## src/rtl/coord_scan_gen_if.sv

```systemverilog
// rtl/coord_scan_gen_if.sv - coordinate tuple stream between scan generator and iteration engines
interface coord_scan_gen_if #(
   parameter int XY_W   = 10,
   parameter int DATA_W = 32
);
   logic              out_valid;
   logic              out_ready;
   logic [XY_W-1:0]   x;
   logic [XY_W-1:0]   y;
   logic [DATA_W-1:0] re;
   logic [DATA_W-1:0] im;
   logic              last_x;
   logic              last_frame;

   modport master (
      output out_valid,
      output x,
      output y,
      output re,
      output im,
      output last_x,
      output last_frame,
      input  out_ready
   );

   modport slave (
      input  out_valid,
      input  x,
      input  y,
      input  re,
      input  im,
      input  last_x,
      input  last_frame,
      output out_ready
   );
endinterface

```

## src/rtl/coord_scan_gen.sv

```systemverilog
// rtl/coord_scan_gen.sv - raster scan of a programmable window emitting (x, y, re, im) tuples; optional COORD_SCAN_GEN_FRAME_CNT_EN adds frame_count
module coord_scan_gen #(
   parameter int H_RES  = 640,
   parameter int V_RES  = 480,
   parameter int DATA_W = 32,
   parameter int XY_W   = 10
) (
   input  logic              aclk,
   input  logic              aresetn,
   input  logic              start,
   input  logic              abort,
   input  logic              continuous,
   input  logic [DATA_W-1:0] step,
   input  logic [DATA_W-1:0] re_lower,
   input  logic [DATA_W-1:0] im_upper,
   coord_scan_gen_if.master  m,
   output logic              busy,
   output logic              frame_done
`ifdef COORD_SCAN_GEN_FRAME_CNT_EN
   ,
   output logic [15:0]       frame_count
`endif
);

   localparam logic [XY_W-1:0] X_LAST = XY_W'(H_RES - 1);
   localparam logic [XY_W-1:0] Y_LAST = XY_W'(V_RES - 1);

   typedef enum logic {
      IDLE = 1'b0,
      RUN  = 1'b1
   } state_t;

   state_t            state_q, state_d;
   logic              valid_q, valid_d;
   logic [XY_W-1:0]   x_q, x_d;
   logic [XY_W-1:0]   y_q, y_d;
   logic [DATA_W-1:0] re_q, re_d;
   logic [DATA_W-1:0] im_q, im_d;
   logic [DATA_W-1:0] step_q, step_d;
   logic [DATA_W-1:0] re_lo_q, re_lo_d;
   logic [DATA_W-1:0] im_up_q, im_up_d;
   logic              done_q, done_d;

   logic              accept;
   logic              last_x_w;
   logic              last_frame_w;
   logic              launch;

   // Flags come straight from the registered position so they track the beat on the bus
   always_comb begin
      last_x_w     = valid_q && (x_q == X_LAST);
      last_frame_w = last_x_w && (y_q == Y_LAST);
      accept       = valid_q && m.out_ready;
   end

   // Next-state and datapath: start/restart latches the window, accepted beats advance the raster
   always_comb begin
      state_d  = state_q;
      valid_d  = valid_q;
      x_d      = x_q;
      y_d      = y_q;
      re_d     = re_q;
      im_d     = im_q;
      step_d   = step_q;
      re_lo_d  = re_lo_q;
      im_up_d  = im_up_q;
      done_d   = 1'b0;
      launch   = 1'b0;

      unique case (state_q)
         IDLE: begin
            // abort held with start keeps the generator parked
            if (start && !abort) begin
               state_d = RUN;
               launch  = 1'b1;
            end
         end
         RUN: begin
            if (abort) begin
               // the beat on the bus this cycle is dropped, not delivered
               state_d = IDLE;
               valid_d = 1'b0;
            end else if (accept) begin
               if (last_frame_w) begin
                  done_d = 1'b1;
                  if (continuous) begin
                     launch = 1'b1;
                  end else begin
                     state_d = IDLE;
                     valid_d = 1'b0;
                  end
               end else if (last_x_w) begin
                  x_d  = '0;
                  y_d  = y_q + 1'b1;
                  re_d = re_lo_q;
                  im_d = im_q - step_q;
               end else begin
                  x_d  = x_q + 1'b1;
                  re_d = re_q + step_q;
               end
            end
         end
         default: begin
            state_d = IDLE;
            valid_d = 1'b0;
         end
      endcase

      // New frame: window taken from the live inputs so register writes land on frame boundaries
      if (launch) begin
         step_d  = step;
         re_lo_d = re_lower;
         im_up_d = im_upper;
         valid_d = 1'b1;
         x_d     = '0;
         y_d     = '0;
         re_d    = re_lower;
         im_d    = im_upper;
      end
   end

   // State, window latch and output registers
   always_ff @(posedge aclk or negedge aresetn) begin
      if (!aresetn) begin
         state_q <= IDLE;
         valid_q <= 1'b0;
         x_q     <= '0;
         y_q     <= '0;
         re_q    <= '0;
         im_q    <= '0;
         step_q  <= '0;
         re_lo_q <= '0;
         im_up_q <= '0;
         done_q  <= 1'b0;
      end else begin
         state_q <= state_d;
         valid_q <= valid_d;
         x_q     <= x_d;
         y_q     <= y_d;
         re_q    <= re_d;
         im_q    <= im_d;
         step_q  <= step_d;
         re_lo_q <= re_lo_d;
         im_up_q <= im_up_d;
         done_q  <= done_d;
      end
   end

`ifdef COORD_SCAN_GEN_FRAME_CNT_EN
   logic [15:0] frame_cnt_q;

   // Completed-frame counter; aborted frames never raise frame_done so they are not counted
   always_ff @(posedge aclk or negedge aresetn) begin
      if (!aresetn) begin
         frame_cnt_q <= '0;
      end else if (done_q) begin
         frame_cnt_q <= frame_cnt_q + 16'd1;
      end
   end

   assign frame_count = frame_cnt_q;
`endif

   assign m.out_valid  = valid_q;
   assign m.x          = x_q;
   assign m.y          = y_q;
   assign m.re         = re_q;
   assign m.im         = im_q;
   assign m.last_x     = last_x_w;
   assign m.last_frame = last_frame_w;
   assign busy         = (state_q == RUN);
   assign frame_done   = done_q;

endmodule

```

## src/flat_wrapper.sv

```systemverilog
// flat-port wrapper written by rule: the top's interface ports become plain ports
module coord_scan_gen_flat 
#(
   parameter int H_RES  = 640,
   parameter int V_RES  = 480,
   parameter int DATA_W = 32,
   parameter int XY_W   = 10
)
  (aclk, aresetn, start, abort, continuous, step, re_lower, im_upper, busy, frame_done, m_out_valid, m_x, m_y, m_re, m_im, m_last_x, m_last_frame, m_out_ready);
  coord_scan_gen_if #(.XY_W(XY_W), .DATA_W(DATA_W)) m_i ();
  input  logic aclk;
  input  logic aresetn;
  input  logic start;
  input  logic abort;
  input  logic continuous;
  input  logic [DATA_W-1:0] step;
  input  logic [DATA_W-1:0] re_lower;
  input  logic [DATA_W-1:0] im_upper;
  output logic busy;
  output logic frame_done;
  output wire logic [$bits(m_i.out_valid)-1:0] m_out_valid;
  output wire logic [$bits(m_i.x)-1:0] m_x;
  output wire logic [$bits(m_i.y)-1:0] m_y;
  output wire logic [$bits(m_i.re)-1:0] m_re;
  output wire logic [$bits(m_i.im)-1:0] m_im;
  output wire logic [$bits(m_i.last_x)-1:0] m_last_x;
  output wire logic [$bits(m_i.last_frame)-1:0] m_last_frame;
  input wire logic [$bits(m_i.out_ready)-1:0] m_out_ready;
  assign m_out_valid = m_i.out_valid;
  assign m_x = m_i.x;
  assign m_y = m_i.y;
  assign m_re = m_i.re;
  assign m_im = m_i.im;
  assign m_last_x = m_i.last_x;
  assign m_last_frame = m_i.last_frame;
  assign m_i.out_ready = m_out_ready;
  coord_scan_gen #(.H_RES(H_RES), .V_RES(V_RES), .DATA_W(DATA_W), .XY_W(XY_W)) u_core (.aclk(aclk), .aresetn(aresetn), .start(start), .abort(abort), .continuous(continuous), .step(step), .re_lower(re_lower), .im_upper(im_upper), .m(m_i), .busy(busy), .frame_done(frame_done));
endmodule
```

## config.mk

```make
export PLATFORM = sky130hd
export DESIGN_NAME = coord_scan_gen_flat
export DESIGN_NICKNAME = d
export VERILOG_FILES = /design/src/rtl/coord_scan_gen_if.sv /design/src/rtl/coord_scan_gen.sv /design/src/flat_wrapper.sv
export SDC_FILE = /design/constraint.sdc
export NUM_CORES = 1
export LEC_CHECK = 0
export ABC_AREA = 1
export BUFFER_PORTS_ARGS = -buffer_cell sky130_fd_sc_hd__buf_4
export CAP_MARGIN = 20
export CORE_MARGIN = 2
export CORE_UTILIZATION = 30
export CTS_BUF_LIST = sky130_fd_sc_hd__clkbuf_8
export CTS_CLUSTER_DIAMETER = 80
export DETAILED_ROUTE_END_ITERATION = 8
export GPL_ROUTABILITY_DRIVEN = 0
export GPL_TIMING_DRIVEN = 1
export PLACE_DENSITY_LB_ADDON = 0.08
export SLEW_MARGIN = 20
export SYNTH_ARGS = -nofsm -noshare
export SYNTH_HDL_FRONTEND = slang
export SYNTH_SLANG_ARGS = --single-unit
```

## constraint.sdc

```tcl
create_clock -name aclk -period 1.9 [get_ports aclk]
set_clock_uncertainty 0.05 [all_clocks]
set_input_delay 0 -clock aclk [delete_from_list [all_inputs] [get_ports aclk]]
set_output_delay 0 -clock aclk [all_outputs]
set_load 0.02 [all_outputs]
```

==> key figures, run 1 <==
Routing
  – Routed wire per std cell: 17.0 um
  – Vias: 13.5k
  – Pre-antenna DRT Iters: 7
  – Via/cell ratio: 4.67
  – Number of remaining DRC errors: 0
  – Iter 0 DRT Violations: 733
  – DRT Wirelength: 49300 um
  – ANT nets after route: 0

Hold path
  – Tightest Hold Check Type: input pin to flop
  – Hold-critical path depth: 4
  – Startpoint of the lowest-slack hold path: re_lower[2]

Timing
  – Max Clk Rate: 459 MHz
  – Part of the cycle the worst path needs: 115%
  – RSZ-0062 raised after global routing: yes
  – Transition time at the pin with the least slew margin: 0.379 ns
  – Total count of hold-check failures in the final report: 0
  – Max-slew violation count: 0
  – Period minus WS final: 2.18 ns
  – PnR worst setup slack: -0.279 ns
  – # setup viols final: 145
  – Tightest slew margin relative to the limit: 74.7%
  – Final hold slack: 0.202 ns

Final layout
  – Most common cell after layout, fill and taps aside: nand2_1
  – Layout overhead on the synthesized area: 75.6%
  – Total area of multi-input combinational cells: 0.00791 mm2
  – Register area: 0.00380 mm2
  – Highest-count cells in the layout ignoring fill and taps: nand2_1 (498), buf_4 (443), inv_1 (254)
  – Final layout net count: 2538
  – # fillers: 3692
  – Proportion of layout cells with a drive suffix above 1: 38.6%

Global routing
  – First-pass GRT wire length: 74300 um
  – Pin count of the biggest net entering global routing: 62
  – Number of antenna violations at the first check in global routing: 2
  – Sum of overflow across all layers after global routing: 0
  – Vias in the first global route: 13.3k
  – Overall routing resource usage: 24.9%

Logic synthesis
  – Portion of the post-synthesis area used by sequential elements: 33.2%
  – Number of storage elements in the synthesis netlist: 151
  – Synthesized instance count: 1766
  – Flip-flop cell with the highest count after synthesis: dfrtp_1
  – Post-synthesis net count: 1934
  – Number of enable flip-flop cells after synthesis: 0
  – Share of flip-flops with an asynchronous set or reset after synthesis: 100%
  – Number of synthesis warnings: 0
  – Syn avg cell area: 6.44 um2
  – Synth cell types: 39
  – Mapped Area: 0.0114 mm2

Clock tree
  – Clock-pin slew of the registers on the worst-case setup and hold paths: 0.10 ns
  – Total number of H-tree levels: 4
  – Clock latency on the worst-skew pair: 0.50 ns
  – CTS Buffer Depth: 2
  – Sinks on the clock net: 151
  – TritonCTS clock tree: done
  – Clock tree root driver cell: clkbuf_8
  – Number of clock buffers inserted by TritonCTS: 17

Critical path
  – Critical Path Start: u_core.m.im[0]
  – Highest cell delay on the worst timing path: 0.42 ns
  – Critical path's top delay family: simple AND/OR/NAND/NOR gates
  – Critical Setup Path Class: flop to flop
  – Critical path buffers and inverters: 3
  – Worst R2R Setup Slack: -0.28 ns
  – Cell at the slowest stage of the critical path: dfrtp_2
  – Arrival time worst endpoint: 2.53 ns
  – Crit path cell chain: inv_2, ha_4, inv_2, fa_2, nand2_2, nand2_2, and2_4, nand2_4, nand2_4, buf_6, nand2_2, nand3_1, nand2_1, nand3_1, nand2_1, nand2_1
  – Critical path launch point type: flop
  – Startpoint of the lowest-slack register-to-register path: u_core.m.im[0]
  – Worst-path maximum fanout: 3
  – Critical Path Stages: 16
  – Data required time of the critical path: 2.26 ns
  – Type of destination of the critical path: flop
  – Number of cells traversed by the worst register-to-register path: 16

Power and ir drop
  – Worst ir drop on vdd: 751 uV
  – Static power due to leakage: 10.4 nW
  – Power density over the cells: 1520 mW/mm2

Placed design
  – Final HPWL DP: 32800 um
  – Quantity of I/O buffers inserted on ports: 190
  – Worst slack, placed: -0.331 ns

Die
  – Placeable core region: 0.0375 mm2
  – Die Span Y: 199 um
  – Effective utilization at floorplan: 30.3%
  – Ports placed on the boundary: 191
  – Chip Width: 199 um
  – Row count: 71
  – Die ar.: 0.0395 mm2

Status
  – Violations in the final reports: negative setup slack
  – Run status: finished, violations left

Flow run
  – Number of max-cap violations: 0
[per-layer routing]
layer	vias to the layer above	GRT usage [%]	routed length, um
li1	6777	-	-
met1	6436	33.2	22600
met2	250	43.3	24200
met3	52	2.39	1500
met4	0	5.83	967
met5	-	0	0
[cells in the mapped netlist, types with 2 or more instances]
cell	n	area, um2
nand2_1	611	2290
inv_1	272	1020
nor2_1	172	646
dfrtp_1	151	3780
a21oi_1	115	576
o21ai_0	113	566
nand3_1	105	526
ha_1	64	801
buf_2	24	120
xor2_1	17	149
xnor2_1	12	105
buf_4	11	82.6
nor3_1	11	55.1
o21ai_1	11	55.1
nand4_1	10	62.6
a31oi_1	9	56.3
clkbuf_1	7	26.3
buf_6	5	56.3
nand3b_1	4	30.0
o21a_1	4	30.0
o21bai_1	4	30.0
a21o_1	3	22.5
and2_1	3	18.8
inv_2	3	11.3
nand2_2	3	18.8
o31ai_1	3	22.5
and3_1	2	12.5
fa_1	2	40.0
nand2_4	2	22.5
nor2_4	2	22.5
o211ai_1	2	15.0
or2_2	2	12.5
[worst min-delay path, delay by kind of cell]
kind	cells	cell delay, ns
and+or+nand+nor	1	0.05
buffers and inverters	2	0.63
AOI/OAI and AO/OA	1	0.04
[registers in the layout (all words and copies together), names as in the netlist]
register,count
u_core.busy,1
u_core.frame_done,1
u_core.m.im,32
u_core.m.out_valid,1
u_core.m.re,32
u_core.m.x,10
u_core.m.y,10
u_core.re_lo_q,32
u_core.step_q,32
[layout make-up]
| cell class | count | area share (%) |
|---|---|---|
| clock buffer | 17 | 1.17 |
| inverter | 275 | 5.32 |
| sequential | 151 | 19.0 |
| multi-input combinational | 1292 | 39.6 |
| tap | 511 | 3.20 |
| timing repair buffer | 633 | 30.6 |
| antenna | 2 | 0.0251 |
| clock inverter | 15 | 1.02 |
[per-stage QoR]
| step | total power [mW] | std cells | utilization (%) | cell area [um2] | TNS [ns] |
|---|---|---|---|---|---|
| floorplan | 15.0 | 1766 | - | 11500 | -0.903 |
| global placement | 23.2 | 2674 | 40.9 | 15300 | -15.57 |
| detailed placement | 23.3 | 2674 | 40.9 | 15300 | -18.47 |
| CTS | 29.0 | 2873 | 51.0 | 19100 | -18.10 |
| global route | 32.8 | 2896 | 53.2 | 20000 | -41.42 |
| finish | 30.2 | 2896 | 53.2 | 20000 | -25.79 |
[repair_timing]
| item | in CTS | in global routing |
|---|---|---|
| cloned | 26 | 8 |
| endpoints found under the setup margin | 144 | 152 |
| pin swaps | 57 | 50 |
| hold endpoints to repair | 282 | 0 |
| resized for setup | 339 | 190 |
| buffers inserted | 36 | 24 |
| hold buffers | 105 | 0 |
[logic make-up after synthesis]
logic type,count (synthesis),share of synthesized area [%]
XOR/XNOR,29,2.23
flip-flops,151,33.2
adder cells (fa/ha/maj),66,7.40
AO/OA/AOI/OAI,266,12.2
AND/OR/NAND/NOR,931,33.3
buffers and inverters,323,11.6
[final timing paths]
kind	endpoint
worst max-delay path	u_core.m.im[24]
worst min-delay path	u_core.re_lo_q[2]
worst max register to register	u_core.m.im[24]
worst min register to register	u_core.re_lo_q[5]
max in group asynchronous	u_core.m.re[9]
min in group asynchronous	u_core.m.im[14]
[where the power goes]
part | switching, mW | total, mW | internal [mW]
Clock | 1.51 | 2.95 | 1.44
Combinational | 11.6 | 21.9 | 10.3
Sequential | 1.10 | 5.35 | 4.25
Total | 14.2 | 30.2 | 16.0
No activity file was read; power rests on OpenSTA's default activity.
==> inputs of run 2 (changes only) <==
--- a/config.mk
+++ b/config.mk
@@ -8,7 +8,7 @@
 export ABC_AREA = 1
 export BUFFER_PORTS_ARGS = -buffer_cell sky130_fd_sc_hd__buf_4
 export CAP_MARGIN = 20
-export CORE_MARGIN = 2
+export CORE_MARGIN = 3
 export CORE_UTILIZATION = 30
 export CTS_BUF_LIST = sky130_fd_sc_hd__clkbuf_8
 export CTS_CLUSTER_DIAMETER = 80
==> constraint.sdc (replaced) <==
create_clock -name aclk -period 2.4 [get_ports aclk]
set_clock_uncertainty 0.05 [all_clocks]
set_input_delay 0 -clock aclk [delete_from_list [all_inputs] [get_ports aclk]]
set_output_delay 0 -clock aclk [all_outputs]
set_load 0.02 [all_outputs]
==> run 2 against run 1 <==
Against the previous run:
- the run now ends clean
- largest cell class unchanged
- via count shrank 12%
- design area shrank 23%
- die area grew 2.0%
==> key figures, run 2 (same netlist as run 1, synthesis figures left out) <==
Status
  – Run status: finished, final reports clean

Timing
  – Period minus WS final: 2.25 ns
  – Final setup TNS: 0 ns
  – Total count of hold-check failures in the final report: 0
  – Max-slew violation count: 0
  – Transition time at the pin with the least slew margin: 0.461 ns
  – Max Clk Rate: 444 MHz
  – Tightest slew margin relative to the limit: 68.9%
  – RSZ-0062 raised after global routing: no
  – # setup viols final: 0
  – Part of the cycle the worst path needs: 93.8%

Routing
  – DRT Wirelength: 41400 um
  – ANT nets after route: 0
  – Routed wire per std cell: 16.0 um
  – Pre-antenna DRT Iters: 5
  – Via/cell ratio: 4.58
  – Iter 0 DRT Violations: 631
  – Number of remaining DRC errors: 0
  – Vias: 11.9k

Clock tree
  – CTS Buffer Depth: 2
  – Clock tree root driver cell: clkbuf_8
  – Sinks on the clock net: 151
  – Total number of H-tree levels: 4
  – Number of clock buffers inserted by TritonCTS: 17
  – Clock latency on the worst-skew pair: 0.48 ns
  – Clock-pin slew of the registers on the worst-case setup and hold paths: 0.10 ns
  – TritonCTS clock tree: done

Placed design
  – Number of placed instances with taps included: 2446
  – Final HPWL DP: 31400 um
  – Quantity of I/O buffers inserted on ports: 190
  – Cell area after placement: 0.0135 mm2

Critical path
  – End of the worst register-to-register path: u_core.m.y[9]
  – Critical Path Start: u_core.m.out_valid
  – Critical path launch point type: flop
  – Type of destination of the critical path: flop
  – Data required time of the critical path: 2.71 ns
  – Number of cells traversed by the worst register-to-register path: 8
  – Worst R2R Setup Slack: 0.15 ns
  – Arrival time worst endpoint: 2.56 ns
  – Startpoint of the lowest-slack register-to-register path: u_core.m.out_valid
  – Worst-path maximum fanout: 26
  – Critical Setup Path Class: flop to flop

Die
  – Chip Width: 201 um
  – Ports placed on the boundary: 191
  – Row count: 70
  – Die ar.: 0.0403 mm2
  – Die Span Y: 201 um
  – Effective utilization at floorplan: 30.8%
  – Placeable core region: 0.0370 mm2

Global routing
  – Number of antenna violations at the first check in global routing: 1
  – Overall routing resource usage: 19.9%
  – Pin count of the biggest net entering global routing: 61
  – First-pass GRT wire length: 64000 um
  – Sum of overflow across all layers after global routing: 0
  – Vias in the first global route: 11.8k

Power and ir drop
  – Logic pwr share: 65.1%
  – Power density over the cells: 1190 mW/mm2
  – Internal power component: 8.90 mW
  – Seq pwr share: 23.5%
  – Switch share: 51.1%
  – Switch Pwr: 9.30 mW
  – Worst ir drop on vdd: 448 uV
  – Clk pwr share: 11.4%
  – Static power due to leakage: 8.21 nW

Final layout
  – Final cell count without fillers: 2589
  – Layout overhead on the synthesized area: 34.4%
  – Post-route cell area: 0.0153 mm2
  – Highest-count cells in the layout ignoring fill and taps: nand2_1 (602), inv_1 (271), buf_4 (215)
  – Proportion of layout cells with a drive suffix above 1: 15.3%
  – Most common cell after layout, fill and taps aside: nand2_1
  – Final layout net count: 2240

Hold path
  – Tightest Hold Check Type: input pin to async pin

Flow run
  – Number of max-cap violations: 0
[run 2: cell types whose count changed in the layout (fill, tap and decap cells not counted), moves of 31 or more]
cell,delta
nor2_1,+37
o21ai_2,-32
ha_1,+35
nand2_1,+104
nand2_2,-77
buf_4,-228
ha_4,-38
o21ai_1,-31
a21oi_1,+33
o21ai_0,+64
[run 2: worst max-delay path, stage by stage, from the launching register on]
cell and delay [ns]:
dfrtp_1 0.42, nand3_1 0.12, dlygate4sd3_1 0.60, nand3b_4 0.19, nand3_4 0.17, nand2_8 0.13, clkbuf_16 0.22, nor3_1 0.15
nor2_1 0.07
[run 2: how the worst max path moves through the flow]
stage / endpoint
2_1_floorplan: u_core.m.im[30]
3_3_place_gp: u_core.m.im[9]
3_5_place_dp: u_core.m.im[9]
4_1_cts: u_core.m.im[9]
5_1_grt: u_core.m.im[26]
6_report: u_core.m.y[9]
[run 2: cell type report]
class | instances | area, um2
clock buffer | 17 | 234
timing repair buffer | 335 | 3010
tap | 504 | 631
inverter | 275 | 1040
clock inverter | 14 | 159
antenna | 1 | 2.50
multi-input combinational | 1292 | 6420
fill | 3973 | 21700
sequential | 151 | 3780
[run 2: layer usage]
layer	wire length, um	GRT usage, %
met4	624	4.07
met2	19800	34.2
met1	19500	26.6
met5	0	0
met3	1460	3.18
[run 2: per-stage QoR]
step / worst slack [ns] / utilization (%) / power [mW] / hold slack [ns]
2_1_floorplan: 0.166 / - / 11.7 / -0.346
3_3_place_gp: 0.0627 / 36.5 / 15.7 / -0.0335
3_5_place_dp: 0.0556 / 36.5 / 15.7 / -0.0339
4_1_cts: 0.0224 / 40.4 / 18.0 / 0.0464
5_1_grt: 0.00408 / 41.3 / 20.1 / 0.0728
6_report: 0.149 / 41.3 / 18.2 / 0.0814
[run 2: power by group through the flow]
stage	clock [mW]	sequential, mW	combinational (mW)
after floorplan	0	4.67	7.05
after global placement	0	4.32	11.3
after detailed placement	0	4.32	11.4
after CTS	2.16	4.28	11.6
after global routing	2.26	4.41	13.4
final	2.07	4.28	11.9
[run 2: what timing repair did]
action | in CTS | in global routing
hold buffers | 104 | 0
hold endpoints to repair | 283 | 0
cloned | 0 | 4
pin swaps | 0 | 5
buffers inserted | 0 | 3
endpoints found under the setup margin | 1 | 85
resized for setup | 1 | 57
==> inputs of run 3 (changes only) <==
--- a/config.mk
+++ b/config.mk
@@ -10,12 +10,13 @@
 export CAP_MARGIN = 20
 export CORE_MARGIN = 3
 export CORE_UTILIZATION = 30
-export CTS_BUF_LIST = sky130_fd_sc_hd__clkbuf_8
+export CTS_BUF_LIST = sky130_fd_sc_hd__clkbuf_4 sky130_fd_sc_hd__clkbuf_8
 export CTS_CLUSTER_DIAMETER = 80
 export DETAILED_ROUTE_END_ITERATION = 8
 export GPL_ROUTABILITY_DRIVEN = 0
 export GPL_TIMING_DRIVEN = 1
 export PLACE_DENSITY_LB_ADDON = 0.08
+export SKIP_CTS_REPAIR_TIMING = 1
 export SLEW_MARGIN = 20
 export SYNTH_ARGS = -nofsm -noshare
 export SYNTH_HDL_FRONTEND = slang
==> run 3 against run 2 <==
Against the previous run:
- combinational power about the same
- critical path depth up 5
- routed wire length down 2.0%
- first-iteration DRC count down 4.3%
- register-to-register slack better by 0.03 ns
- via count down 0.30%
- sequential share of layout area up 0.21 points
- die area unchanged
- cell count down 0.23%
- worst hold slack worse by 0.071 ns
- flip-flop and latch count unchanged
- core utilization down 0.35 points
- critical path type unchanged
- critical endpoint is now u_core.m.im[31]
==> key figures, run 3 (same netlist as run 1, synthesis figures left out) <==
Die
  – Ports placed on the boundary: 191
  – Placeable core region: 0.0370 mm2
  – Effective utilization at floorplan: 30.8%
  – Die Span Y: 201 um
  – Row count: 70
  – Die ar.: 0.0403 mm2
  – Chip Width: 201 um

Timing
  – RSZ-0062 raised after global routing: yes
  – Period minus WS final: 2.22 ns
  – Max Clk Rate: 450 MHz
  – Tightest slew margin relative to the limit: 63.1%
  – Total count of hold-check failures in the final report: 0
  – Final hold slack: 0.0100 ns
  – Part of the cycle the worst path needs: 92.6%
  – PnR worst setup slack: 0.177 ns
  – Max-slew violation count: 0
  – Transition time at the pin with the least slew margin: 0.554 ns
  – # setup viols final: 0
  – Final setup TNS: 0 ns

Global routing
  – Met1 capacity usage during global routing: 26.4%
  – Sum of overflow across all layers after global routing: 0
  – Grt peak-use layer: met2
  – Met2 demand-to-capacity share in global routing: 32.7%
  – Pin count of the biggest net entering global routing: 61
  – First-pass GRT wire length: 62100 um
  – Vias in the first global route: 11.3k
  – Global-route track usage on met3: 3.26%
  – Overall routing resource usage: 19.4%
  – Number of antenna violations at the first check in global routing: 1

Routing
  – DRT Wirelength: 40600 um
  – Routed wire per std cell: 15.7 um
  – Pre-antenna DRT Iters: 5
  – Via/cell ratio: 4.58
  – Iter 0 DRT Violations: 604
  – ANT nets after route: 0
  – Number of remaining DRC errors: 0
  – Vias: 11.8k

Placed design
  – Quantity of I/O buffers inserted on ports: 190
  – Worst slack, placed: 0.0556 ns
  – Final HPWL DP: 31400 um
  – Cell area after placement: 0.0135 mm2

Final layout
  – Proportion of layout cells with a drive suffix above 1: 14.9%
  – # fillers: 3984
  – Final layout net count: 2234
  – Post-route cell area: 0.0151 mm2
  – Layout overhead on the synthesized area: 33.3%
  – Highest-count cells in the layout ignoring fill and taps: nand2_1 (605), inv_1 (270), buf_4 (215)
  – Most common cell after layout, fill and taps aside: nand2_1
  – Layout Utilization: 41.0%

Clock tree
  – CTS Buffer Depth: 2
  – Total number of H-tree levels: 4
  – TritonCTS clock tree: done
  – Clock latency on the worst-skew pair: 0.48 ns
  – Number of clock buffers inserted by TritonCTS: 17
  – Clock-pin slew of the registers on the worst-case setup and hold paths: 0.09 ns
  – Clock tree root driver cell: clkbuf_8
  – Sinks on the clock net: 151

Flow run
  – Number of max-cap violations: 0

Hold path
  – Tightest Hold Check Type: input pin to async pin

Power and ir drop
  – Worst ir drop on vdd: 463 uV
  – Static power due to leakage: 8.16 nW
  – Power density over the cells: 1200 mW/mm2

Critical path
  – Highest cell delay on the worst timing path: 0.42 ns
  – Startpoint of the lowest-slack register-to-register path: u_core.m.x[1]
  – Cell at the slowest stage of the critical path: dfrtp_1
  – Worst R2R Setup Slack: 0.18 ns
  – Critical Setup Path Class: flop to flop
  – Crit path cell chain: ha_4, nand2_2, nor2_4, nand2_2, nor2_4, nand4_4, nand2_8, inv_2, buf_12, nor2_2, nor2_1, nand2_1, nand2_1
  – Arrival time worst endpoint: 2.56 ns
  – Critical path launch point type: flop
  – Number of cells traversed by the worst register-to-register path: 13
  – Worst-path maximum fanout: 50
  – End of the worst register-to-register path: u_core.m.im[31]
  – Data required time of the critical path: 2.74 ns
  – Type of destination of the critical path: flop

Status
  – Run status: finished, final reports clean
## run 3: cell types whose count changed in the layout (fill, tap and decap cells not counted), sizes merged
| cell | change |
|---|---|
| clkbuf | -1 |
| buf | -3 |
| inv | -1 |
| dlygate4sd3 | -1 |
## run 3: cell type report
type                       instances  area [um2]  share of cell area, %
tap                              504         631                   4.16
inverter                         275        1040                   6.86
antenna                            1        2.50                 0.0165
clock buffer                      18         241                   1.59
sequential                       151        3780                   25.0
timing repair buffer             329        2880                   19.0
multi-input combinational       1292        6420                   42.4
clock inverter                    13         155                   1.02
## run 3: worst max-delay path: cells and delay by family, from the launching register on
family	cells	cell delay [ns]
flops	1	0.42
simple gates	10	1.19
fa+ha+maj	1	0.17
buf+inv	2	0.27
## run 3: worst max path at each step
stage	end	start	cells past startpoint	slack, ns
3_5_place_dp	u_core.m.im[9]	u_core.step_q[2]	12	0.06
5_1_grt	u_core.m.re[14]	u_core.m.y[0]	12	-0.004
3_3_place_gp	u_core.m.im[9]	u_core.step_q[2]	12	0.06
4_1_cts	m_last_x	u_core.m.x[1]	7	-0.03
2_1_floorplan	u_core.m.im[30]	u_core.m.im[0]	15	0.17
6_report	u_core.m.im[31]	u_core.m.x[1]	13	0.18
## run 3: stage by stage
step	power, mW	instances
after floorplan	11.7	1766
after CTS	17.9	2477
final	18.2	2583
after global routing	20.1	2583
after global placement	15.7	2446
after detailed placement	15.7	2446
## run 3: per-layer routing
| layer | share of wire (%) | routed length, um | up-vias |
|---|---|---|---|
| met4 | 1.4 | 574 | 0 |
| met2 | 48 | 19400 | 208 |
| met1 | 47 | 19200 | 5433 |
| met5 | 0 | 0 | - |
| li1 | - | - | 6150 |
| met3 | 3.6 | 1460 | 34 |
## run 3: power by group
group | total [mW] | leakage [nW] | internal, mW | switching (mW)
clock | 2.09 | 0.198 | 1.03 | 1.07
sequential | 4.30 | 1.85 | 3.35 | 0.946
combinational | 11.8 | 6.11 | 4.53 | 7.28
total | 18.2 | 8.16 | 8.91 | 9.29
